==> config.mk <==
export PLATFORM = sky130hd
export DESIGN_NAME = pc_unit_flat
export DESIGN_NICKNAME = d
export VERILOG_FILES = /design/src/rtl/pc_pkg.sv /design/src/rtl/pc_unit_if.sv /design/src/rtl/pc_ras.sv /design/src/rtl/pc_unit.sv /design/src/flat_wrapper.sv
export SDC_FILE = /design/constraint.sdc
export NUM_CORES = 1
export LEC_CHECK = 0
export ABC_CLOCK_PERIOD_IN_PS = 3770
export CELL_PAD_IN_SITES_DETAIL_PLACEMENT = 1
export CELL_PAD_IN_SITES_GLOBAL_PLACEMENT = 2
export CORE_ASPECT_RATIO = 0.9
export CORE_MARGIN = 4
export CORE_UTILIZATION = 32
export DETAILED_ROUTE_END_ITERATION = 8
export PLACE_DENSITY = 0.86
export SLEW_MARGIN = 20
export SYNTH_ARGS = -nofsm -noshare
export SYNTH_HDL_FRONTEND = slang
export SYNTH_HIERARCHICAL = 1
export SYNTH_SLANG_ARGS = --single-unit
==> constraint.sdc <==
create_clock -name clk -period 3.77 [get_ports clk]
set_input_delay 0.754 -clock clk [delete_from_list [all_inputs] [get_ports clk]]
set_output_delay 0.754 -clock clk [all_outputs]
set_load 0.02 [all_outputs]
==> src/rtl/pc_pkg.sv <==
// Shared definitions for the program-counter unit: opcode encodings,
// compare-flag bit positions and the return-address-stack index type.
package pc_pkg;

  // Opcodes with non-sequential behaviour; every other encoding is pc+1.
  localparam logic [3:0] OP_BEQ  = 4'b0101;
  localparam logic [3:0] OP_BNE  = 4'b0110;
  localparam logic [3:0] OP_BGE  = 4'b0111;
  localparam logic [3:0] OP_BLT  = 4'b1001;
  localparam logic [3:0] OP_JAL  = 4'b1011;
  localparam logic [3:0] OP_JALR = 4'b1100;
  localparam logic [3:0] OP_RET  = 4'b1101;

  // Bit positions inside the {eq,ne,ge,lt} compare vector.
  localparam int CMP_EQ = 3;
  localparam int CMP_NE = 2;
  localparam int CMP_GE = 1;
  localparam int CMP_LT = 0;

  // RAS pointer type. The pointer free-runs over its full width and the
  // low clog2(RAS_DEPTH) bits select the slot, so any power-of-two depth
  // up to 2**RAS_IDX_W wraps correctly.
  localparam int RAS_IDX_W = 8;
  typedef logic [RAS_IDX_W-1:0] ras_idx_t;

endpackage

==> src/rtl/pc_unit_if.sv <==
// Bundle of all non-clock signals of pc_unit.
//
// Handshake: in_valid says a decoded instruction for the current pc is
// present. There is no ready; stall is the back-pressure. A step is taken
// on a rising edge only when in_valid=1, stall=0 and flush=0. flush
// overrides both and redirects the pc. link_we and redirect are single-cycle
// pulses produced on the edge that performed the step (or flush).
interface pc_unit_if #(
  parameter int XLEN      = 16,
  parameter int RAS_DEPTH = 4
);
  localparam int CW = $clog2(RAS_DEPTH) + 1;

  logic            in_valid;
  logic            stall;
  logic            flush;
  logic [XLEN-1:0] flush_pc;
  logic [3:0]      opcode;
  logic [3:0]      compare;
  logic [XLEN-1:0] imm;
  logic [XLEN-1:0] ra;
  logic            clear_flags;

  logic [XLEN-1:0] pc;
  logic [XLEN-1:0] link;
  logic            link_we;
  logic            redirect;
  logic [CW-1:0]   ras_count;
  logic            ras_overflow;
  logic            ras_underflow;

  modport master (
    output in_valid, stall, flush, flush_pc, opcode, compare, imm, ra, clear_flags,
    input  pc, link, link_we, redirect, ras_count, ras_overflow, ras_underflow
  );

  modport slave (
    input  in_valid, stall, flush, flush_pc, opcode, compare, imm, ra, clear_flags,
    output pc, link, link_we, redirect, ras_count, ras_overflow, ras_underflow
  );
endinterface

==> src/rtl/pc_ras.sv <==
// Return-address stack with circular storage. A push when full overwrites
// the oldest entry; a pop when empty is ignored. Both cases raise sticky
// flags that clear_flags_i resets unless a new error occurs the same cycle.
module pc_ras
  import pc_pkg::*;
#(
  parameter int XLEN      = 16,
  parameter int RAS_DEPTH = 4
) (
  input  logic                           clk,
  input  logic                           rst_n,
  input  logic                           push_i,
  input  logic                           pop_i,
  input  logic [XLEN-1:0]                push_data_i,
  input  logic                           clear_flags_i,
  output logic [XLEN-1:0]                top_o,
  output logic [$clog2(RAS_DEPTH):0]     count_o,
  output logic                           overflow_o,
  output logic                           underflow_o
);
  localparam int AW = $clog2(RAS_DEPTH);
  localparam int CW = AW + 1;

  logic [XLEN-1:0] mem_q [RAS_DEPTH];
  ras_idx_t        wr_ptr_q, wr_ptr_d;
  logic [CW-1:0]   count_q, count_d;
  logic            ovf_q, ovf_d;
  logic            unf_q, unf_d;
  logic            full, empty;

  assign full  = (count_q == CW'(RAS_DEPTH));
  assign empty = (count_q == '0);

  // Top of stack is the slot just below the write pointer.
  assign top_o       = mem_q[AW'(wr_ptr_q - 1'b1)];
  assign count_o     = count_q;
  assign overflow_o  = ovf_q;
  assign underflow_o = unf_q;

  // Pointer, occupancy and sticky-flag next state.
  always_comb begin
    wr_ptr_d = wr_ptr_q;
    count_d  = count_q;
    ovf_d    = clear_flags_i ? 1'b0 : ovf_q;
    unf_d    = clear_flags_i ? 1'b0 : unf_q;
    if (push_i) begin
      wr_ptr_d = wr_ptr_q + 1'b1;
      if (full) ovf_d = 1'b1;
      else      count_d = count_q + 1'b1;
    end else if (pop_i) begin
      if (empty) begin
        unf_d = 1'b1;
      end else begin
        wr_ptr_d = wr_ptr_q - 1'b1;
        count_d  = count_q - 1'b1;
      end
    end
  end

  // Control state; reset discards the stack by zeroing the occupancy.
  always_ff @(posedge clk or negedge rst_n) begin
    if (!rst_n) begin
      wr_ptr_q <= '0;
      count_q  <= '0;
      ovf_q    <= 1'b0;
      unf_q    <= 1'b0;
    end else begin
      wr_ptr_q <= wr_ptr_d;
      count_q  <= count_d;
      ovf_q    <= ovf_d;
      unf_q    <= unf_d;
    end
  end

  // Entry storage; contents are meaningless when not counted, so no reset.
  always_ff @(posedge clk) begin
    if (push_i) mem_q[AW'(wr_ptr_q)] <= push_data_i;
  end

endmodule

==> src/rtl/pc_unit.sv <==
// Program-counter unit: sequential/branch/jump/return next-pc selection,
// link register with one-cycle write strobe, redirect pulse and a
// return-address stack for call/return prediction.
module pc_unit
  import pc_pkg::*;
#(
  parameter int              XLEN      = 16,
  parameter int              RAS_DEPTH = 4,
  parameter logic [XLEN-1:0] RESET_VEC = '0
) (
  input  logic      clk,
  input  logic      rst_n,
  pc_unit_if.slave  bus
);
  logic [XLEN-1:0] pc_q, pc_d;
  logic [XLEN-1:0] link_q, link_d;
  logic            link_we_q, link_we_d;
  logic            redirect_q, redirect_d;

  logic            step;
  logic [XLEN-1:0] seq_pc;
  logic [XLEN-1:0] target_pc;
  logic            is_link;
  logic            is_ret;
  logic [XLEN-1:0] ras_top;
  logic [$clog2(RAS_DEPTH):0] ras_count;
  logic            ras_ovf, ras_unf;

  assign step   = bus.in_valid & ~bus.stall & ~bus.flush;
  assign seq_pc = pc_q + XLEN'(1);

  // Decode the opcode into a target address; all additions wrap silently.
  always_comb begin
    target_pc = seq_pc;
    is_link   = 1'b0;
    is_ret    = 1'b0;
    case (bus.opcode)
      OP_BEQ:  if (bus.compare[CMP_EQ]) target_pc = pc_q + bus.imm;
      OP_BNE:  if (bus.compare[CMP_NE]) target_pc = pc_q + bus.imm;
      OP_BGE:  if (bus.compare[CMP_GE]) target_pc = pc_q + bus.imm;
      OP_BLT:  if (bus.compare[CMP_LT]) target_pc = pc_q + bus.imm;
      OP_JAL: begin
        target_pc = pc_q + bus.imm;
        is_link   = 1'b1;
      end
      OP_JALR: begin
        target_pc = bus.ra + bus.imm;
        is_link   = 1'b1;
      end
      OP_RET: begin
        is_ret = 1'b1;
        if (ras_count != '0) target_pc = ras_top;
      end
      default: target_pc = seq_pc;
    endcase
  end

  // Next-state selection: flush beats stall beats step.
  always_comb begin
    pc_d       = pc_q;
    link_d     = link_q;
    link_we_d  = 1'b0;
    redirect_d = 1'b0;
    if (bus.flush) begin
      pc_d       = bus.flush_pc;
      redirect_d = 1'b1;
    end else if (step) begin
      pc_d       = target_pc;
      redirect_d = (target_pc != seq_pc);
      if (is_link) begin
        link_d    = seq_pc;
        link_we_d = 1'b1;
      end
    end
  end

  // Architectural registers.
  always_ff @(posedge clk or negedge rst_n) begin
    if (!rst_n) begin
      pc_q       <= RESET_VEC;
      link_q     <= '0;
      link_we_q  <= 1'b0;
      redirect_q <= 1'b0;
    end else begin
      pc_q       <= pc_d;
      link_q     <= link_d;
      link_we_q  <= link_we_d;
      redirect_q <= redirect_d;
    end
  end

  pc_ras #(
    .XLEN      (XLEN),
    .RAS_DEPTH (RAS_DEPTH)
  ) u_ras (
    .clk           (clk),
    .rst_n         (rst_n),
    .push_i        (step & is_link),
    .pop_i         (step & is_ret),
    .push_data_i   (seq_pc),
    .clear_flags_i (bus.clear_flags),
    .top_o         (ras_top),
    .count_o       (ras_count),
    .overflow_o    (ras_ovf),
    .underflow_o   (ras_unf)
  );

  assign bus.pc            = pc_q;
  assign bus.link          = link_q;
  assign bus.link_we       = link_we_q;
  assign bus.redirect      = redirect_q;
  assign bus.ras_count     = ras_count;
  assign bus.ras_overflow  = ras_ovf;
  assign bus.ras_underflow = ras_unf;

endmodule

==> src/flat_wrapper.sv <==
// flat-port wrapper written by rule: the top's interface ports become plain ports
module pc_unit_flat import pc_pkg::*;
#(
  parameter int              XLEN      = 16,
  parameter int              RAS_DEPTH = 4,
  parameter logic [XLEN-1:0] RESET_VEC = '0
)
  (clk, rst_n, bus_in_valid, bus_stall, bus_flush, bus_flush_pc, bus_opcode, bus_compare, bus_imm, bus_ra, bus_clear_flags, bus_pc, bus_link, bus_link_we, bus_redirect, bus_ras_count, bus_ras_overflow, bus_ras_underflow);
  pc_unit_if #(.XLEN(XLEN), .RAS_DEPTH(RAS_DEPTH)) bus_i ();
  input  logic clk;
  input  logic rst_n;
  input wire logic [$bits(bus_i.in_valid)-1:0] bus_in_valid;
  input wire logic [$bits(bus_i.stall)-1:0] bus_stall;
  input wire logic [$bits(bus_i.flush)-1:0] bus_flush;
  input wire logic [$bits(bus_i.flush_pc)-1:0] bus_flush_pc;
  input wire logic [$bits(bus_i.opcode)-1:0] bus_opcode;
  input wire logic [$bits(bus_i.compare)-1:0] bus_compare;
  input wire logic [$bits(bus_i.imm)-1:0] bus_imm;
  input wire logic [$bits(bus_i.ra)-1:0] bus_ra;
  input wire logic [$bits(bus_i.clear_flags)-1:0] bus_clear_flags;
  output wire logic [$bits(bus_i.pc)-1:0] bus_pc;
  output wire logic [$bits(bus_i.link)-1:0] bus_link;
  output wire logic [$bits(bus_i.link_we)-1:0] bus_link_we;
  output wire logic [$bits(bus_i.redirect)-1:0] bus_redirect;
  output wire logic [$bits(bus_i.ras_count)-1:0] bus_ras_count;
  output wire logic [$bits(bus_i.ras_overflow)-1:0] bus_ras_overflow;
  output wire logic [$bits(bus_i.ras_underflow)-1:0] bus_ras_underflow;
  assign bus_i.in_valid = bus_in_valid;
  assign bus_i.stall = bus_stall;
  assign bus_i.flush = bus_flush;
  assign bus_i.flush_pc = bus_flush_pc;
  assign bus_i.opcode = bus_opcode;
  assign bus_i.compare = bus_compare;
  assign bus_i.imm = bus_imm;
  assign bus_i.ra = bus_ra;
  assign bus_i.clear_flags = bus_clear_flags;
  assign bus_pc = bus_i.pc;
  assign bus_link = bus_i.link;
  assign bus_link_we = bus_i.link_we;
  assign bus_redirect = bus_i.redirect;
  assign bus_ras_count = bus_i.ras_count;
  assign bus_ras_overflow = bus_i.ras_overflow;
  assign bus_ras_underflow = bus_i.ras_underflow;
  pc_unit #(.XLEN(XLEN), .RAS_DEPTH(RAS_DEPTH), .RESET_VEC(RESET_VEC)) u_core (.clk(clk), .rst_n(rst_n), .bus(bus_i));
endmodule
==> metrics.cfg, run 1 <==
[run_status]
status = complete, no violations

[global_route]
grtUsageMet1_pct = 27.7
grt-busiest-layer = met2
grt_pass1_vias = 7301
overflow = 0
grt_pass1_wl_um = 40800
antenna_found_initial = 0
grt_use_met2_pct = 34.1
grt_max_degree = 42
track_usage_pct = 20.3
grtUsageMet3_pct = 3.68

[yosys]
muxShareOfSynthArea_pct = 6.93
synthXorXnorAreaFrac_pct = 3.95
synth_most_common_cell = edfxtp_1
synth_nets = 834
syn_area_per_cell_um2 = 9.97
synth_seq_cells = 105
synth_compound_area_share_pct = 21.6
ys_seq_area_share_pct = 40.3
synth_edf_count = 64
yosys-top-cells-count = 64 x edfxtp_1, 56 x nand2_1, 51 x o21ai_0
synth_top_family_by_area = compound AO/OA/AOI/OAI gates
async_flop_share_pct = 39.0
yosys-top-cells-area = edfxtp_1 26%, dfrtp_1 14%, ha_1 6.0%
syn_inst = 734
synth.top_cell.area_share_pct = 26.3
synth_area_mm2 = 0.00732
yosysWarningCount = 6
synthAdderAreaFrac_pct = 6.81
yosys.area.top_type = edfxtp_1
yosys.cell_types.count = 75
synthSimpleGateAreaFrac_pct = 16.3
synth_flop_cell = edfxtp_1

[final_layout]
antenna_cells = 0
fin_cells = 1263
syn_to_final_growth_pct = 39.9
drive_gt1_share_pct = 23.8
nNetsFinal = 1061
design_area_mm2 = 0.0102
postLayoutCoreUtil_pct = 45.5

[routing]
firstDrtPassIters = 5
drtIter0Drc = 488
ant_nets = 0
routedWlPerCell_um = 21.0
totalWireLength_um = 26500
vias_per_cell = 5.59
drcViolationCount = 0
num_vias = 7066

[sta]
layout_worst_path_cycle_share_pct = 98.8
fmaxAchievable_mhz = 269
slew-limit-headroom_pct = 49.6
hold_viol_final = 0
finClkSkew_ns = 0.00992
setup_violations = 0
fin_crit_ns = 3.72
setup_tns_ns = 0
worstMarginPinSlew_ns = 0.751
setup_ws_ns = 0.0460
report.final.slew_viol_count = 0

[setup_path]
path_max_fanout = 4
cp.arrival_ns = 3.93
worstSetupPathType = input pin to flop
start_kind = input pin
worstPathRequired_ns = 3.98
worstSetupEndpointType = flop

[place]
io_buffers = 100
place_congestion = 0.896
dp_hpwl_um = 20500
dp_slack_ns = -0.539
postPlaceCellArea_mm2 = 0.00965
dp.cells = 1241

[clock_tree]
root_buffer = clkbuf_16
cts.hold.buffers_added = 0
ctsLongestPathBuffers = 2
htree_num_levels = 3
clk_pin_slew_ns = 0.07
cts_tree = yes
clkSinkCount = 105
cts_made_buffers = 9
clkLatencyLatePin_ns = 0.35

[die]
die_h_um = 151
core_area_mm2 = 0.0225
row_count = 52
dieArea_mm2 = 0.0254
ios = 101
dieWidth_um = 167
start_util_pct = 32.5

[pwr]
p_per_area_mw_per_mm2 = 434
p_leak_uw = 0.00413
peakVddDrop_mv = 0.268

[min_path]
hold_class = input pin to async pin

[job]
maxCapViolations = 0

where the power goes:
part,internal [uW],leakage [uW],switching (uW)
Sequential,1330,0.00109,117
Clock,536,0.000146,432
Combinational,970,0.00290,1060
Total,2840,0.00413,1610
worst max-delay path: stages:
cell and delay [ns]:
clkdlybuf4s50_1 0.58, and4b_1 0.25, a32o_1 0.25, or2_1 0.32
a221o_1 0.42, a221oi_2 0.23, o32ai_1 0.13, or4b_4 0.53
o41ai_2 0.32, o311ai_1 0.14
registers in the layout, indices dropped and copies added, names as in the netlist:
| register | count |
|---|---|
| u_core/bus.link | 16 |
| u_core/bus.link_we | 1 |
| u_core/bus.pc | 16 |
| u_core/bus.redirect | 1 |
| u_core/u_ras/count_o | 3 |
| u_core/u_ras/mem_q | 64 |
| u_core/u_ras/overflow_o | 1 |
| u_core/u_ras/underflow_o | 1 |
| u_core/u_ras/wr_ptr_q | 2 |
final cells by class:
cell class,instances,area (um^2)
Fill cell,2556,12300
Clock inverter,6,66.3
Clock buffer,10,239
Timing Repair Buffer,254,2190
Tap cell,297,372
Inverter,36,135
Sequential cell,105,2950
Multi-Input combinational cell,555,4290
logic make-up after synthesis:
group / after synthesis
compound gates: 231
xor+xnor: 33
simple gates: 223
flops: 105
mux: 30
fa+ha+maj: 38
buf+inv: 74
path summary, 6_finish.rpt:
check | from | to | slack (ns) | cells after the start
setup reg to reg | u_core/u_ras/wr_ptr_q[1] | u_core/bus.redirect | 0.30 | 10
max in group asynchronous | rst_n | u_core/bus.pc[2] | 2.94 | 1
hold / removal | rst_n | u_core/bus.link[15] | 0.41 | 1
min in group clk | u_core/bus.link[0] | u_core/bus.link[0] | 0.49 | 2
hold reg to reg | u_core/bus.link[0] | u_core/bus.link[0] | 0.49 | 2
setup / recovery | bus_opcode[1] | u_core/bus.redirect | 0.05 | 10
per-stage QoR:
| stage | hold slack [ns] | total power (uW) |
|---|---|---|
| after floorplan | 0.458 | 2550 |
| after global placement | 0.467 | 3350 |
| after detailed placement | 0.480 | 3400 |
| after CTS | 0.498 | 4410 |
| after global routing | 0.442 | 4680 |
| final | 0.408 | 4440 |
layer usage:
metal | wire (um) | vias to the layer above
li1 | - | 3278
met1 | 11900 | 3482
met2 | 12200 | 269
met3 | 1820 | 37
met4 | 527 | 0
met5 | 0 | -
cells in the final DEF (no fill, tap or decap), drive strengths merged, types with 12 or more instances in the layout:
master and instances:
o21ai 56, mux4 16, nand3 21, nand2 56, xor2 12, inv 37, edfxtp 64, clkdlybuf4s50 92
xnor2 21, dfrtp 41, buf 155, nor2 45, a211oi 13, ha 35, a21oi 48, o211ai 14
nor3 14
timing repair:
| item | CTS | global route |
|---|---|---|
| buffers inserted | 0 | 6 |
| setup endpoints to repair | 1 | 1 |
| gates cloned | 0 | 0 |
| pin swaps | 1 | 25 |
| gates resized for setup | 7 | 39 |
(Power assumes the default switching activity.)
==> run 2: changes to the inputs <==
--- a/config.mk
+++ b/config.mk
@@ -5,7 +5,6 @@
 export SDC_FILE = /design/constraint.sdc
 export NUM_CORES = 1
 export LEC_CHECK = 0
-export ABC_CLOCK_PERIOD_IN_PS = 3770
 export CELL_PAD_IN_SITES_DETAIL_PLACEMENT = 1
 export CELL_PAD_IN_SITES_GLOBAL_PLACEMENT = 2
 export CORE_ASPECT_RATIO = 0.9
==> results of run 2 <==
Final layout, timing and power as in run 1 (identical DEF).
==> run 3: changes to the inputs <==
--- a/config.mk
+++ b/config.mk
@@ -9,9 +9,10 @@
 export CELL_PAD_IN_SITES_GLOBAL_PLACEMENT = 2
 export CORE_ASPECT_RATIO = 0.9
 export CORE_MARGIN = 4
-export CORE_UTILIZATION = 32
+export CORE_UTILIZATION = 29
+export CTS_BUF_LIST = sky130_fd_sc_hd__clkbuf_4 sky130_fd_sc_hd__clkbuf_8 sky130_fd_sc_hd__clkbuf_16
 export DETAILED_ROUTE_END_ITERATION = 8
-export PLACE_DENSITY = 0.86
+export PLACE_DENSITY = 0.8
 export SLEW_MARGIN = 20
 export SYNTH_ARGS = -nofsm -noshare
 export SYNTH_HDL_FRONTEND = slang
==> metrics.cfg, run 3 (synthesis results as in run 1) <==
[routing]
drcViolationCount = 0  ; unchanged
ant_nets = 0  ; unchanged
drtIter0Drc = 444  ; was 488
totalWireLength_um = 27000  ; was 26500 um
firstDrtPassIters = 5  ; unchanged
vias_per_cell = 5.31  ; was 5.59
routedWlPerCell_um = 20.6  ; was 21.0 um
num_vias = 6961  ; was 7066

[pwr]
p_leak_uw = 0.00420  ; was 0.00413 uW
totalPowerFinal_uw = 4450  ; was 4440 uW
p_per_area_mw_per_mm2 = 431  ; was 434 mW/mm^2
peakVddDrop_mv = 0.266  ; was 0.268 mV

[setup_path]
worstSetupPathType = input pin to flop  ; unchanged
worstSetupEndpointType = flop  ; unchanged
cp.arrival_ns = 3.91  ; was 3.93 ns
start_kind = input pin  ; unchanged
crit_chain = clkdlybuf4s50_1 > ha_1 > or2_1 > a31oi_2 > a21oi_2 > a221oi_2 > mux2i_1 > o31a_1 > or4b_1 > o41ai_2 > o311ai_1  ; was clkdlybuf4s50_1 > and4b_1 > a32o_1 > or2_1 > a221o_1 > a221oi_2 > o32ai_1 > or4b_4 > o41ai_2 > o311ai_1
crit_family = compound AO/OA/AOI/OAI gates  ; unchanged
path_max_fanout = 2  ; was 4
cpMaxStageDelayCell = or4b_1  ; was clkdlybuf4s50_1
worst-path-buf-inv = 1  ; unchanged
worstPathRequired_ns = 3.98  ; about the same
worst_path_largest_cell_delay_ns = 0.47  ; was 0.58 ns

[final_layout]
fin_cells = 1310  ; was 1263
largest_register_ffs = 64  ; unchanged
drive_gt1_share_pct = 24.4  ; was 23.8%
layout_commonest_cell = buf_4  ; unchanged
antenna_cells = 0  ; unchanged
nNetsFinal = 1069  ; was 1061
postLayoutCoreUtil_pct = 42.2  ; was 45.5%
largest_register = u_core/u_ras/mem_q  ; unchanged
layout_common_cells = 162 x buf_4, 89 x clkdlybuf4s50_1, 64 x edfxtp_1  ; was 153 x buf_4, 92 x clkdlybuf4s50_1, 64 x edfxtp_1
syn_to_final_growth_pct = 41.3  ; was 39.9%
nFillCells = 2738  ; was 2556

[clock_tree]
root_buffer = clkbuf_16  ; unchanged
cts_tree = yes  ; unchanged
clkSinkCount = 105  ; unchanged
htree_num_levels = 3  ; unchanged
cts.hold.buffers_added = 0  ; unchanged
cts_made_buffers = 9  ; unchanged
clkLatencyLatePin_ns = 0.35  ; about the same
ctsLongestPathBuffers = 2  ; unchanged
clk_pin_slew_ns = 0.08  ; was 0.07 ns

[sta]
layout_worst_path_cycle_share_pct = 98.1  ; was 98.8%
finClkSkew_ns = 0.0115  ; was 0.00992 ns
setup_violations = 0  ; unchanged
hold_viol_final = 0  ; unchanged
setup_tns_ns = 0  ; unchanged
slew-limit-headroom_pct = 39.9  ; was 49.6%
fin_crit_ns = 3.70  ; was 3.72 ns
report.final.slew_viol_count = 0  ; unchanged
fmaxAchievable_mhz = 270  ; was 269 MHz
worstMarginPinSlew_ns = 0.895  ; was 0.751 ns

[die]
ios = 101  ; unchanged
row_count = 54  ; was 52
dieArea_mm2 = 0.0278  ; was 0.0254 mm^2
core_area_mm2 = 0.0245  ; was 0.0225 mm^2
dieWidth_um = 175  ; was 167 um
start_util_pct = 29.8  ; was 32.5%
die_h_um = 159  ; was 151 um

[global_route]
overflow = 0  ; unchanged
grt_max_degree = 42  ; unchanged
grt_pass1_vias = 7196  ; was 7301
grt_pass1_wl_um = 41400  ; was 40800 um
track_usage_pct = 18.9  ; was 20.3%
antenna_found_initial = 0  ; unchanged

[place]
dp_hpwl_um = 21200  ; was 20500 um
place_congestion = 0.901  ; was 0.896
io_buffers = 100  ; unchanged
dp.cells = 1289  ; was 1241

[min_path]
hold_class = input pin to async pin  ; unchanged

[job]
maxCapViolations = 0  ; unchanged

[run_status]
status = complete, no violations  ; unchanged

==> run 3: cell types whose count changed in the layout (fill, tap and decap cells not counted), moves of 2 or more <==
cell | previous run | this run
clkdlybuf4s50_1 | 92 | 89
buf_4 | 153 | 162
dlymetal6s2s_1 | 7 | 10
nor3_1 | 13 | 11
clkinv_2 | 2 | 0
nor3_2 | 1 | 3
o21ai_1 | 3 | 5
ha_4 | 5 | 3
==> run 3: layout make-up <==
type / instances / area [um^2] / area share, %
Multi-Input combinational cell: 555 / 4270 / 41.3
Clock buffer: 9 / 225 / 2.18
Timing Repair Buffer: 262 / 2250 / 21.8
Inverter: 36 / 135 / 1.31
Tap cell: 336 / 420 / 4.07
Sequential cell: 105 / 2950 / 28.5
Clock inverter: 7 / 90.1 / 0.871
==> run 3: worst paths after layout <==
kind,to,slack [ns],from,cells past startpoint
worst min register to register,u_core/bus.link[0],0.48,u_core/bus.link[0],2
worst max register to register,u_core/bus.redirect,0.39,u_core/bus.pc[2],9
worst min-delay path,u_core/bus.link[14],0.42,rst_n,1
max in group asynchronous,u_core/u_ras/wr_ptr_q[0],2.92,rst_n,1
worst max-delay path,u_core/bus.redirect,0.07,bus_imm[5],11
min in group clk,u_core/bus.link[0],0.48,u_core/bus.link[0],2
==> run 3: timing repair <==
action / in CTS / in global routing
buffers inserted: 0 / 5
pin swaps: 0 / 17
setup endpoints to repair: 1 / 1
hold endpoints to repair: 0 / 0
resized for setup: 5 / 43
==> run 3: metal layers <==
metal	share of wire (%)	track usage, %	vias up
li1	-	-	3290
met1	47	26.4	3465
met2	47	31.8	175
met3	4.6	2.52	31
met4	1.4	4.12	0
met5	0	0	-
==> run 3: stage by stage <==
step	setup WS (ns)	area, um^2	hold slack [ns]
after global routing	-0.0362	10300	0.468
final	0.0727	10300	0.422
after floorplan	0.179	7320	0.458
after detailed placement	-0.501	9770	0.474
after global placement	-0.541	9770	0.463
after CTS	0.0336	10100	0.492
==> run 3: worst reg2reg max path: stages, from the launching register on <==
cell	delay [ns]
dfrtp_1	0.60
and3_1	0.34
nand4_1	0.14
xnor2_1	0.35
a221o_1	0.42
a221oi_2	0.22
o32ai_1	0.12
or4b_1	0.56
o41ai_2	0.34
o311ai_1	0.15
==> run 3: report_power, final <==
group / leakage, uW / total [uW] / internal [uW] / switching [uW]
combinational: 0.00296 / 2030 / 973 / 1060
sequential: 0.00109 / 1430 / 1330 / 101
clock: 0.000147 / 991 / 530 / 461
total: 0.00420 / 4450 / 2830 / 1620
